**config.mk**
```make
export PLATFORM = sky130hd
export DESIGN_NAME = ntlm_hash_seq
export DESIGN_NICKNAME = d
export VERILOG_FILES = /design/src/rtl/ntlm_hash_seq.sv
export SDC_FILE = /design/constraint.sdc
export NUM_CORES = 2
export LEC_CHECK = 0
export CAP_MARGIN = 20
export CORE_ASPECT_RATIO = 1.4
export CORE_UTILIZATION = 35
export DETAILED_ROUTE_END_ITERATION = 8
export MAX_ROUTING_LAYER = met4
export PLACE_DENSITY = 0.58
export SYNTH_ARGS = -nofsm -noshare
export SYNTH_HDL_FRONTEND = slang
export SYNTH_SLANG_ARGS = --single-unit
```
**constraint.sdc**
```tcl
create_clock -name clk -period 7.7 [get_ports clk]
set_clock_uncertainty 0.2 [all_clocks]
set_input_delay 0.77 -clock clk [delete_from_list [all_inputs] [get_ports clk]]
set_output_delay 0.77 -clock clk [all_outputs]
set_load 0.1 [all_outputs]
```
**src/rtl/ntlm_hash_seq.sv**
```systemverilog
// ============================================================================
// Module      : ntlm_hash_seq
// Description : Multi-cycle NTLM (MD4 over UTF-16LE) hash engine with start/busy/done.
//               Optional target comparator enabled by macro NTLM_TARGET_MATCH_EN.
// Revision    : 1.0 - initial release
// ============================================================================
`default_nettype none

module ntlm_hash_seq #(
    parameter int MAX_LEN         = 16,
    parameter int STEPS_PER_CYCLE = 1,
    localparam int LEN_W          = $clog2(MAX_LEN + 1)
) (
    input  logic                 clk,
    input  logic                 rst,
    input  logic                 start,
    input  logic [0:8*MAX_LEN-1] instr,
    input  logic [0:LEN_W-1]     length,
    output logic                 busy,
    output logic                 done,
    output logic [0:127]         hash,
    output logic                 len_err
`ifdef NTLM_TARGET_MATCH_EN
    ,
    input  logic [0:127]         target,
    output logic                 match
`endif
);

    localparam logic [31:0] C_IV_A = 32'h67452301;
    localparam logic [31:0] C_IV_B = 32'hefcdab89;
    localparam logic [31:0] C_IV_C = 32'h98badcfe;
    localparam logic [31:0] C_IV_D = 32'h10325476;
    localparam logic [31:0] C_K2   = 32'h5a827999;
    localparam logic [31:0] C_K3   = 32'h6ed9eba1;

    typedef enum logic [1:0] {
        ST_IDLE  = 2'd0,
        ST_LOAD  = 2'd1,
        ST_ROUND = 2'd2,
        ST_FINAL = 2'd3
    } state_t;

    state_t               state_q;
    logic [0:8*MAX_LEN-1] instr_q;
    logic [LEN_W-1:0]     len_q;
    logic [31:0]          msg_q [16];
    logic [31:0]          a_q, b_q, c_q, d_q;
    logic [5:0]           k_q;
    logic                 busy_q, done_q, len_err_q;
    logic [0:127]         hash_q;

    function automatic logic [4:0] shamt(input logic [1:0] rnd, input logic [1:0] i);
        logic [4:0] s;
        s = 5'd3;
        case (rnd)
            2'd0:    case (i) 2'd0: s = 5'd3; 2'd1: s = 5'd7; 2'd2: s = 5'd11; default: s = 5'd19; endcase
            2'd1:    case (i) 2'd0: s = 5'd3; 2'd1: s = 5'd5; 2'd2: s = 5'd9;  default: s = 5'd13; endcase
            default: case (i) 2'd0: s = 5'd3; 2'd1: s = 5'd9; 2'd2: s = 5'd11; default: s = 5'd15; endcase
        endcase
        return s;
    endfunction

    function automatic logic [31:0] bswap(input logic [31:0] x);
        return {x[7:0], x[15:8], x[23:16], x[31:24]};
    endfunction

    // Padded MD4 block: UTF-16LE characters, 0x80 terminator, bit length in M[14]
    logic [7:0]  blk [56];
    logic [31:0] msg_d [16];
    logic [5:0]  pad_idx;

    always_comb begin
        for (int j = 0; j < 56; j++) blk[j] = 8'h00;
        for (int i = 0; i < MAX_LEN; i++) begin
            if (i < int'(len_q)) blk[2*i] = instr_q[8*i +: 8];
        end
        pad_idx = 6'({len_q, 1'b0});
        if (len_q <= LEN_W'(MAX_LEN)) blk[pad_idx] = 8'h80;
        for (int w = 0; w < 14; w++) begin
            msg_d[w] = {blk[4*w+3], blk[4*w+2], blk[4*w+1], blk[4*w]};
        end
        msg_d[14] = 32'({len_q, 4'b0000});
        msg_d[15] = 32'h0;
    end

    // STEPS_PER_CYCLE chained MD4 steps starting at step k_q
    logic [31:0] a_d, b_d, c_d, d_d;

    always_comb begin
        logic [31:0] va, vb, vc, vd, fv, kc, sum;
        logic [5:0]  ks;
        logic [3:0]  widx;
        logic [4:0]  sh;
        va = a_q; vb = b_q; vc = c_q; vd = d_q;
        fv = '0; kc = '0; sum = '0; ks = '0; widx = '0; sh = '0;
        for (int s = 0; s < STEPS_PER_CYCLE; s++) begin
            ks = k_q + 6'(s);
            if (ks < 6'd16) begin
                fv   = (vb & vc) | (~vb & vd);
                kc   = 32'h0;
                widx = ks[3:0];
                sh   = shamt(2'd0, ks[1:0]);
            end else if (ks < 6'd32) begin
                fv   = (vb & vc) | (vb & vd) | (vc & vd);
                kc   = C_K2;
                widx = {ks[1:0], ks[3:2]};
                sh   = shamt(2'd1, ks[1:0]);
            end else begin
                fv   = vb ^ vc ^ vd;
                kc   = C_K3;
                widx = {ks[0], ks[1], ks[2], ks[3]};
                sh   = shamt(2'd2, ks[1:0]);
            end
            sum = va + fv + msg_q[widx] + kc;
            va  = vd;
            vd  = vc;
            vc  = vb;
            vb  = (sum << sh) | (sum >> (6'd32 - {1'b0, sh}));
        end
        a_d = va; b_d = vb; c_d = vc; d_d = vd;
    end

    logic [0:127] digest;
    assign digest = {bswap(a_q + C_IV_A), bswap(b_q + C_IV_B),
                     bswap(c_q + C_IV_C), bswap(d_q + C_IV_D)};

`ifdef NTLM_TARGET_MATCH_EN
    logic [0:127] target_q;
    logic         match_q;
`endif

    always_ff @(posedge clk) begin
        if (rst) begin
            state_q   <= ST_IDLE;
            instr_q   <= '0;
            len_q     <= '0;
            for (int w = 0; w < 16; w++) msg_q[w] <= '0;
            a_q       <= '0;
            b_q       <= '0;
            c_q       <= '0;
            d_q       <= '0;
            k_q       <= '0;
            busy_q    <= 1'b0;
            done_q    <= 1'b0;
            len_err_q <= 1'b0;
            hash_q    <= '0;
`ifdef NTLM_TARGET_MATCH_EN
            target_q  <= '0;
            match_q   <= 1'b0;
`endif
        end else begin
            done_q <= 1'b0;
            case (state_q)
                // IDLE is also the done cycle, so a held start chains hashes back to back
                ST_IDLE: begin
                    if (start) begin
                        instr_q <= instr;
                        len_q   <= length;
`ifdef NTLM_TARGET_MATCH_EN
                        target_q <= target;
`endif
                        busy_q  <= 1'b1;
                        state_q <= ST_LOAD;
                    end else begin
                        busy_q  <= 1'b0;
                    end
                end
                ST_LOAD: begin
                    for (int w = 0; w < 16; w++) msg_q[w] <= msg_d[w];
                    a_q       <= C_IV_A;
                    b_q       <= C_IV_B;
                    c_q       <= C_IV_C;
                    d_q       <= C_IV_D;
                    k_q       <= '0;
                    hash_q    <= '0;
`ifdef NTLM_TARGET_MATCH_EN
                    match_q   <= 1'b0;
`endif
                    len_err_q <= (len_q > LEN_W'(MAX_LEN));
                    state_q   <= (len_q > LEN_W'(MAX_LEN)) ? ST_FINAL : ST_ROUND;
                end
                ST_ROUND: begin
                    a_q <= a_d;
                    b_q <= b_d;
                    c_q <= c_d;
                    d_q <= d_d;
                    k_q <= k_q + 6'(STEPS_PER_CYCLE);
                    if (k_q == 6'(48 - STEPS_PER_CYCLE)) state_q <= ST_FINAL;
                end
                default: begin
                    hash_q  <= len_err_q ? '0 : digest;
`ifdef NTLM_TARGET_MATCH_EN
                    match_q <= (digest == target_q) && !len_err_q;
`endif
                    done_q  <= 1'b1;
                    state_q <= ST_IDLE;
                end
            endcase
        end
    end

    assign busy    = busy_q;
    assign done    = done_q;
    assign hash    = hash_q;
    assign len_err = len_err_q;
`ifdef NTLM_TARGET_MATCH_EN
    assign match   = match_q;
`endif

endmodule

`default_nettype wire

```
### Word level (Yosys, flattened, before mapping)

Memories as Yosys holds them, arrays and structs flattened.
Index checks and enable logic that the tools add are counted.

| storage, ports and cells | value |
|---|---|
| register bits after elaboration | 400 |
| input bits | 136 |
| RAM bits | 512 |
| output and inout port bits | 131 |
| logic and storage cells | 156 |
| memories kept | 1 |
| latch bits | 0 |
| memory bits (read-only) | 0 |

Memory list:

| name | depth | bits a word | rd ports | clocked after Yosys merged registers in | write ports | line | RTL |
|---|---|---|---|---|---|---|---|
| msg_q | 16 | 32 | 1 | 0 | 16 | 47 | `logic [31:0] msg_q [16];` |

| operators by class | value |
|---|---|
| $add $sub $neg | 9 |
| reductions and logical operators | 8 |
| multipliers | 0 |
| order comparisons | 22 |
| shift-type cells | 2 |
| div/mod/pow operators | 0 |
| mux-type cells | 64 |
| equality and inequality tests | 7 |
| bitwise gates (word level) | 31 |

Operators by type and width:

| operator | number |
|---|---|
| 32-bit two-way mux | 18 |
| 448-bit two-way mux | 1 |
| 392-bit bitwise AND | 1 |
| 392-bit NOT | 1 |
| 128-bit case mux with 2 select lines | 1 |
| 32-bit case mux with 2 select lines | 4 |
| 8-bit two-way mux | 17 |
| 32-bit bitwise AND | 4 |
| 128-bit two-way mux | 1 |
| 32-bit bitwise OR | 4 |
| 32-bit adder | 3 |
| 32-bit adder (second input constant) | 2 |
| 32-bit bitwise XOR | 2 |
| 56-bit bitwise OR | 1 |
| 8-bit demux with 6-bit select | 1 |
| 4-bit by 5-bit < comparator with 1-bit output (first input constant) | 8 |
| 32-bit by 29-bit adder with 32-bit output (second input constant) | 1 |
| 32-bit by 31-bit adder with 32-bit output (second input constant) | 1 |
| 32-bit NOT | 1 |
| 32-bit by 5-bit left shift with 32-bit output | 1 |
| 32-bit by 6-bit >> shifter with 32-bit output | 1 |
| 31-bit two-way mux | 1 |
| 30-bit two-way mux | 1 |
| 4-bit case mux with 3 select lines | 2 |
| other kinds (30) | 65 |

### Longest topological paths before layout

| depth | value |
|---|---|
| depth in word-level cells | 11 |
| gate-level depth with buffers | 24 |
| depth with buffers taken out | 21 |

### Least setup slack after synthesis

Ideal clock, no wire load.

| timing | value |
|---|---|
| kind | flip-flop to flip-flop |
| start | reg k_q[4] |
| end | reg b_q[2] |
| arrival time | 5.952 ns |
| cell stages (with the launch flop) | 24 |
| required time | 7.383 ns |
| buffers on the path | 4 |
| path slack | 1.431 ns |
| period minus slack after synthesis | 6.269 ns |
| setup time | 0.117 ns |
| cells stage by stage | dfxtp_1 > buf_1 > mux2i_1 > nor2_1 > a21oi_1 > buf_2 > buf_2 > mux4_2 > mux2i_1 > o21ai_0 > fa_1 > fa_1 > ha_1 > buf_6 > a21o_1 > and3_4 > or3_4 > o2111a_1 > or2_4 > xnor2_1 > mux2i_1 > a21o_1 > a2111o_1 > a32o_1 |

| on the way | value |
|---|---|
| longest elaborated chain between the ends | 9 |
| elaborated cells between the ends (all ways) | 19 |
| those cells by class | 4 x add/sub; 2 x order compare; 2 x shift; 9 x mux; 1 x bitwise; 1 x memory |

Ends and longest elaborated chain:

| element | line | RTL |
|---|---|---|
| from (decl) | 49 | `logic [5:0] k_q;` |
| from (signal assigned) | 188 | `k_q <= k_q + 6'(STEPS_PER_CYCLE);` |
| 6-bit < comparator | 104 | `end else if (ks < 6'd32) begin` |
| 32-bit two-way mux or 4-bit two-way mux (tied branches) | 104 |  |
| 32-bit two-way mux or 4-bit two-way mux (tied branches) | 99 | `if (ks < 6'd16) begin` |
| 32-bit adder or memory 16 x 32 bit (tied branches) | n/a |  |
| 32-bit adder (2 in series) | 115 | `sum = va + fv + msg_q[widx] + kc;` |
| 32-bit by 6-bit >> shifter with 32-bit output or 32-bit by 5-bit left shift with 32-bit output (tied branches) | 119 | `vb = (sum << sh) \| (sum >> (6'd32 - {1'b0, sh}));` |
| 32-bit bitwise OR * | 119 |  |
| 32-bit case mux with 2 select lines * | 154 | `case (state_q)` |
| to (signal assigned) | 140 | `b_q <= '0;` |
| to (signal assigned) | 172 | `b_q <= C_IV_B;` |
| to (signal assigned) | 185 | `b_q <= b_d;` |
| to (decl) | 48 | `logic [31:0] a_q, b_q, c_q, d_q;` |

Every way passes the cells marked *; elsewhere a longest branch is shown, timed or not.
A chain may end at the register's enable or synchronous reset.

### Worst setup path in the final report

| timing | value |
|---|---|
| start | reg k_q[4] |
| end | reg b_q[11] |

Same word-level chain as after synthesis.

==> impl_metrics.tcl <==
set metrics [dict create \
    share_of_final_layout_standard_cells_stronger_than_drive_strength_1_pct 5.93 \
    area_delta_synth_final_pct 18.1 \
    final_net_count 3754 \
    insertion_delay_ns 0.65 \
    std_cell_rows 125 \
    io_buffer_count 266 \
    dieArea_um2 85400 \
    timing.rr.start "k_q[4]" \
    relSlewSlack_pct 21.4 \
    worst_pin_slew_ns 1.17 \
    postSynthCellCount 3348 \
    hold_violations 0 \
    power_density_nw_per_um2 404 \
    sw_frac_of_total_pct 48.2 \
    min_delay_path_depth 2 \
    globalRoute.totalOverflow 0 \
    cts_hold_buf 0 \
    critical_path.cell_chain "mux2i_1 > nor2_1 > a21oi_4 > buf_12 > mux4_2 > mux2i_1 > o21ai_0 > fa_1 > fa_1 > ha_1 > nand4_1 > nor4b_4 > nor2_1 > a2111oi_0 > buf_4 > o21ai_0 > a32o_1 > a221oi_1 > mux2i_1 > mux2i_1 > a211oi_1" \
    yosysWarnings 0 \
    timing.setup.tns_ns 0 \
    maximum_clock_frequency_mhz 151 \
    critPathMostFrequentCell "sky130_fd_sc_hd__mux2i_1" \
    tritoncts_clock_tree "yes" \
    outcome "complete, but fails checks" \
    io_pins 267 \
    postPlaceCellArea_um2 33100 \
    fillers 8296 \
    critPathLaunch "k_q[4]" \
    global_placement_routability_congestion 0.940 \
    endpoint "b_q[11]" \
    postSynth.asyncResetShare_pct 0 \
    cts_root_buffer "sky130_fd_sc_hd__clkbuf_16" \
    grt_setup_unrepaired "false" \
    grt_pass1_vias 23800 \
    reg2reg_setup_slack_ns 1.09 \
    switchingPower_mw 6.78 \
    max_cap_violations 0 \
    crit_path_top_delay_cell "sky130_fd_sc_hd__mux4_2" \
    drt_first_pass_iters 9 \
    critical_path_depth 21 \
    max_transition_viols_final 0 \
    crit_family "compound AO/OA/AOI/OAI gates" \
    grt_start_max_net_pins 114 \
    syn-mean-instance-area_um2 8.81 \
    crit_buf_inv 2 \
    worst_path_largest_cell_delay_ns 0.57 \
    synthFlopType "sky130_fd_sc_hd__dfxtp_1" \
    final.min_clock_period_ns 6.61 \
    criticalPathCategory "reg2reg" \
    layout.core_utilization_pct 41.8 \
    clockPowerShare_pct 18.9 \
    min-delay-path-class "reg2reg" \
    cts_made_buffers 54 \
    cp.required_ns 7.99 \
    share_seq_of_total_power_pct 31.9 \
    timing.final.setup_violations 0 \
    initial_utilization_pct 35.4 \
    synth_seq_cells 545 \
    critical_path.max_fanout 38 \
    clk_pin_slew_ns 0.07 \
    grt_pass1_wl_um 147000 \
    cts-resized-gates 0 \
    synthDistinctLibCells 89 \
    antenna_cells 0 \
    ant_nets 0 \
    timing.critical_path.to_type "register" \
    grt.total_usage_pct 23.2 \
    intPower_mw 7.29 \
    startpoint_type "register" \
    cellLeakagePower_nw 13.2 \
    reg2reg_depth 21 \
    hpwl_um 73000 \
    final_min_period_over_clock_period_pct 85.8 \
    critPathArrivalTime_ns 6.90 \
    power.share.combinational_pct 49.2 \
    cts.repair_timing.setup_buffer_count 0 \
    final_area_um2 34800 \
    r2r_end "b_q[11]" \
    grt_antenna_before_repair 0 \
    count_of_flip_flops_with_a_built_in_enable_after_synthesis 145 \
    detailedRoute.firstIterationViolations 1742 \
    synth-seq-area-share_pct 41.9 \
    clkSinkCount 545 \
    clockBufferDepth 3 \
    detailed_route_wl_um 97500 \
    core_um2 83200 \
    num_vias 24600 \
    drt-wirelength-per-cell_um 21.2 \
    ir_worst_vdd_mv 0.224 \
    fp.dieW_um 247 \
    failing_checks "design-rule violations" \
    via_per_inst 5.35 \
    fp.dieH_um 345 \
    cts_htree_levels 2 \
    mappedNetlistArea_um2 29500 \
    route.detailed.drc 10 \
]
==> worst min path at each step <==
stage	from	end	slack, ns
after floorplan	instr_q[100]	instr_q[100]	0.23
after detailed placement	hash[25]	hash[25]	0.24
after CTS	instr_q[76]	instr_q[76]	0.25
final	hash[126]	hash[126]	0.25
after global placement	hash[17]	hash[17]	0.23
after global routing	instr_q[76]	instr_q[76]	0.27
==> cells in the final DEF, fill, tap and decap left out, drive strengths merged, types with 12 or more instances in the layout <==
master	instances
mux2i	68
a311oi	45
nor2	305
or3	18
nand2b	59
fa	73
a21o	23
o21a	16
clkinv	12
ha	64
nand2	498
inv	122
buf	43
a211oi	29
a21oi	371
and3	33
xnor2	87
o21ai	137
nor3	37
clkbuf	83
nand3	97
xor2	40
mux4	34
clkdlybuf4s50	265
o211ai	12
dfxtp	400
nor2b	13
a22oi	77
edfxtp	145
a31oi	13
nor4	12
and2	117
==> layer usage <==
layer | track usage, % | part of all wire, %
met4 | 8.06 | 3.7
met1 | 26.9 | 40
met3 | 2.39 | 4.0
met5 | - | 0
met2 | 41.1 | 52
==> worst register-to-register path: stages (launching register included) <==
cell and delay, ns:
sky130_fd_sc_hd__dfxtp_2 0.48, sky130_fd_sc_hd__mux2i_1 0.23, sky130_fd_sc_hd__nor2_1 0.08, sky130_fd_sc_hd__a21oi_4 0.15, sky130_fd_sc_hd__buf_12 0.29, sky130_fd_sc_hd__mux4_2 0.61
sky130_fd_sc_hd__mux2i_1 0.14, sky130_fd_sc_hd__o21ai_0 0.14, sky130_fd_sc_hd__fa_1 0.43, sky130_fd_sc_hd__fa_1 0.47, sky130_fd_sc_hd__ha_1 0.44, sky130_fd_sc_hd__nand4_1 0.19
sky130_fd_sc_hd__nor4b_4 0.36, sky130_fd_sc_hd__nor2_1 0.17, sky130_fd_sc_hd__a2111oi_0 0.44, sky130_fd_sc_hd__buf_4 0.20, sky130_fd_sc_hd__o21ai_0 0.14, sky130_fd_sc_hd__a32o_1 0.29
sky130_fd_sc_hd__a221oi_1 0.50, sky130_fd_sc_hd__mux2i_1 0.22, sky130_fd_sc_hd__mux2i_1 0.19, sky130_fd_sc_hd__a211oi_1 0.09
==> power groups by stage <==
stage | clock, mW | sequential [mW] | combinational, mW
6_report | 2.66 | 4.48 | 6.93
5_1_grt | 2.83 | 4.58 | 7.45
4_1_cts | 2.72 | 4.49 | 6.91
3_5_place_dp | 0 | 4.55 | 6.88
3_3_place_gp | 0 | 4.55 | 6.84
2_1_floorplan | 0 | 5.66 | 3.68
==> through the flow <==
stage          setup slack [ns]  instances  power (mW)  hold slack, ns
6_report                   1.09       4603        14.1           0.247
5_1_grt                   0.753       4603        14.8           0.265
4_1_cts                    1.14       4602        14.1           0.252
3_5_place_dp               1.17       4503        11.4           0.241
3_3_place_gp               1.23       4503        11.4           0.233
2_1_floorplan              1.43       3358        9.34           0.232
==> cell usage after synthesis, types with 16 or more instances <==
master                     number  area [um^2]
sky130_fd_sc_hd__nand2b_1      59          369
sky130_fd_sc_hd__nor2_1       304         1140
sky130_fd_sc_hd__nand2_1      498         1870
sky130_fd_sc_hd__o21ai_0      123          616
sky130_fd_sc_hd__and2_1       116          726
sky130_fd_sc_hd__o21a_1        16          120
sky130_fd_sc_hd__clkbuf_1     193          724
sky130_fd_sc_hd__a311oi_1      45          394
sky130_fd_sc_hd__or3_1         17          106
sky130_fd_sc_hd__edfxtp_1     145         4350
sky130_fd_sc_hd__dfxtp_1      400         8010
sky130_fd_sc_hd__buf_2         16         80.1
sky130_fd_sc_hd__nand3_1       97          485
sky130_fd_sc_hd__a211oi_1      28          210
sky130_fd_sc_hd__a21oi_1      371         1860
sky130_fd_sc_hd__buf_1         31          116
sky130_fd_sc_hd__a21o_1        23          173
sky130_fd_sc_hd__inv_1        120          450
sky130_fd_sc_hd__mux4_2        34          766
sky130_fd_sc_hd__fa_1          73         1460
sky130_fd_sc_hd__xor2_1        39          342
sky130_fd_sc_hd__mux2i_1       68          681
sky130_fd_sc_hd__xnor2_1       87          762
sky130_fd_sc_hd__nor3_1        37          185
sky130_fd_sc_hd__ha_1          64          801
sky130_fd_sc_hd__and3_1        32          200
sky130_fd_sc_hd__a22oi_1       77          578
==> registers in the layout, indices dropped and copies added, names as in the netlist <==
signal,cells
a_d,32
a_q,32
b_q,32
busy,1
c_q,32
done,1
hash,128
instr_q,128
k_q,6
len_err,1
len_q,5
msg_q,145
state_q,2
==> cell families (layout without fill, tap and decap cells) <==
group	Yosys count	after routing	synth area share, %
AND/OR/NAND/NOR	1224	1224	18.8
buffers and inverters	363	529	4.73
flip-flops	545	545	41.9
adder cells (fa/ha/maj)	137	137	7.67
XOR/XNOR	127	127	3.80
other	1	11	0.0127
AO/OA/AOI/OAI	838	838	17.8
multiplexers	113	113	5.32
==> cell type report <==
class                           instances  area [um^2]  share of cell area [%]
Timing Repair Buffer                  309         3020                    8.68
Inverter                              121          454                    1.30
Tap cell                             1079         1350                    3.88
Clock inverter                         17          201                   0.579
Sequential cell                       545        12400                    35.5
Multi-Input combinational cell       2450        15900                    45.6
Clock buffer                           82         1540                    4.42
No activity file was read; power rests on OpenSTA's default activity.
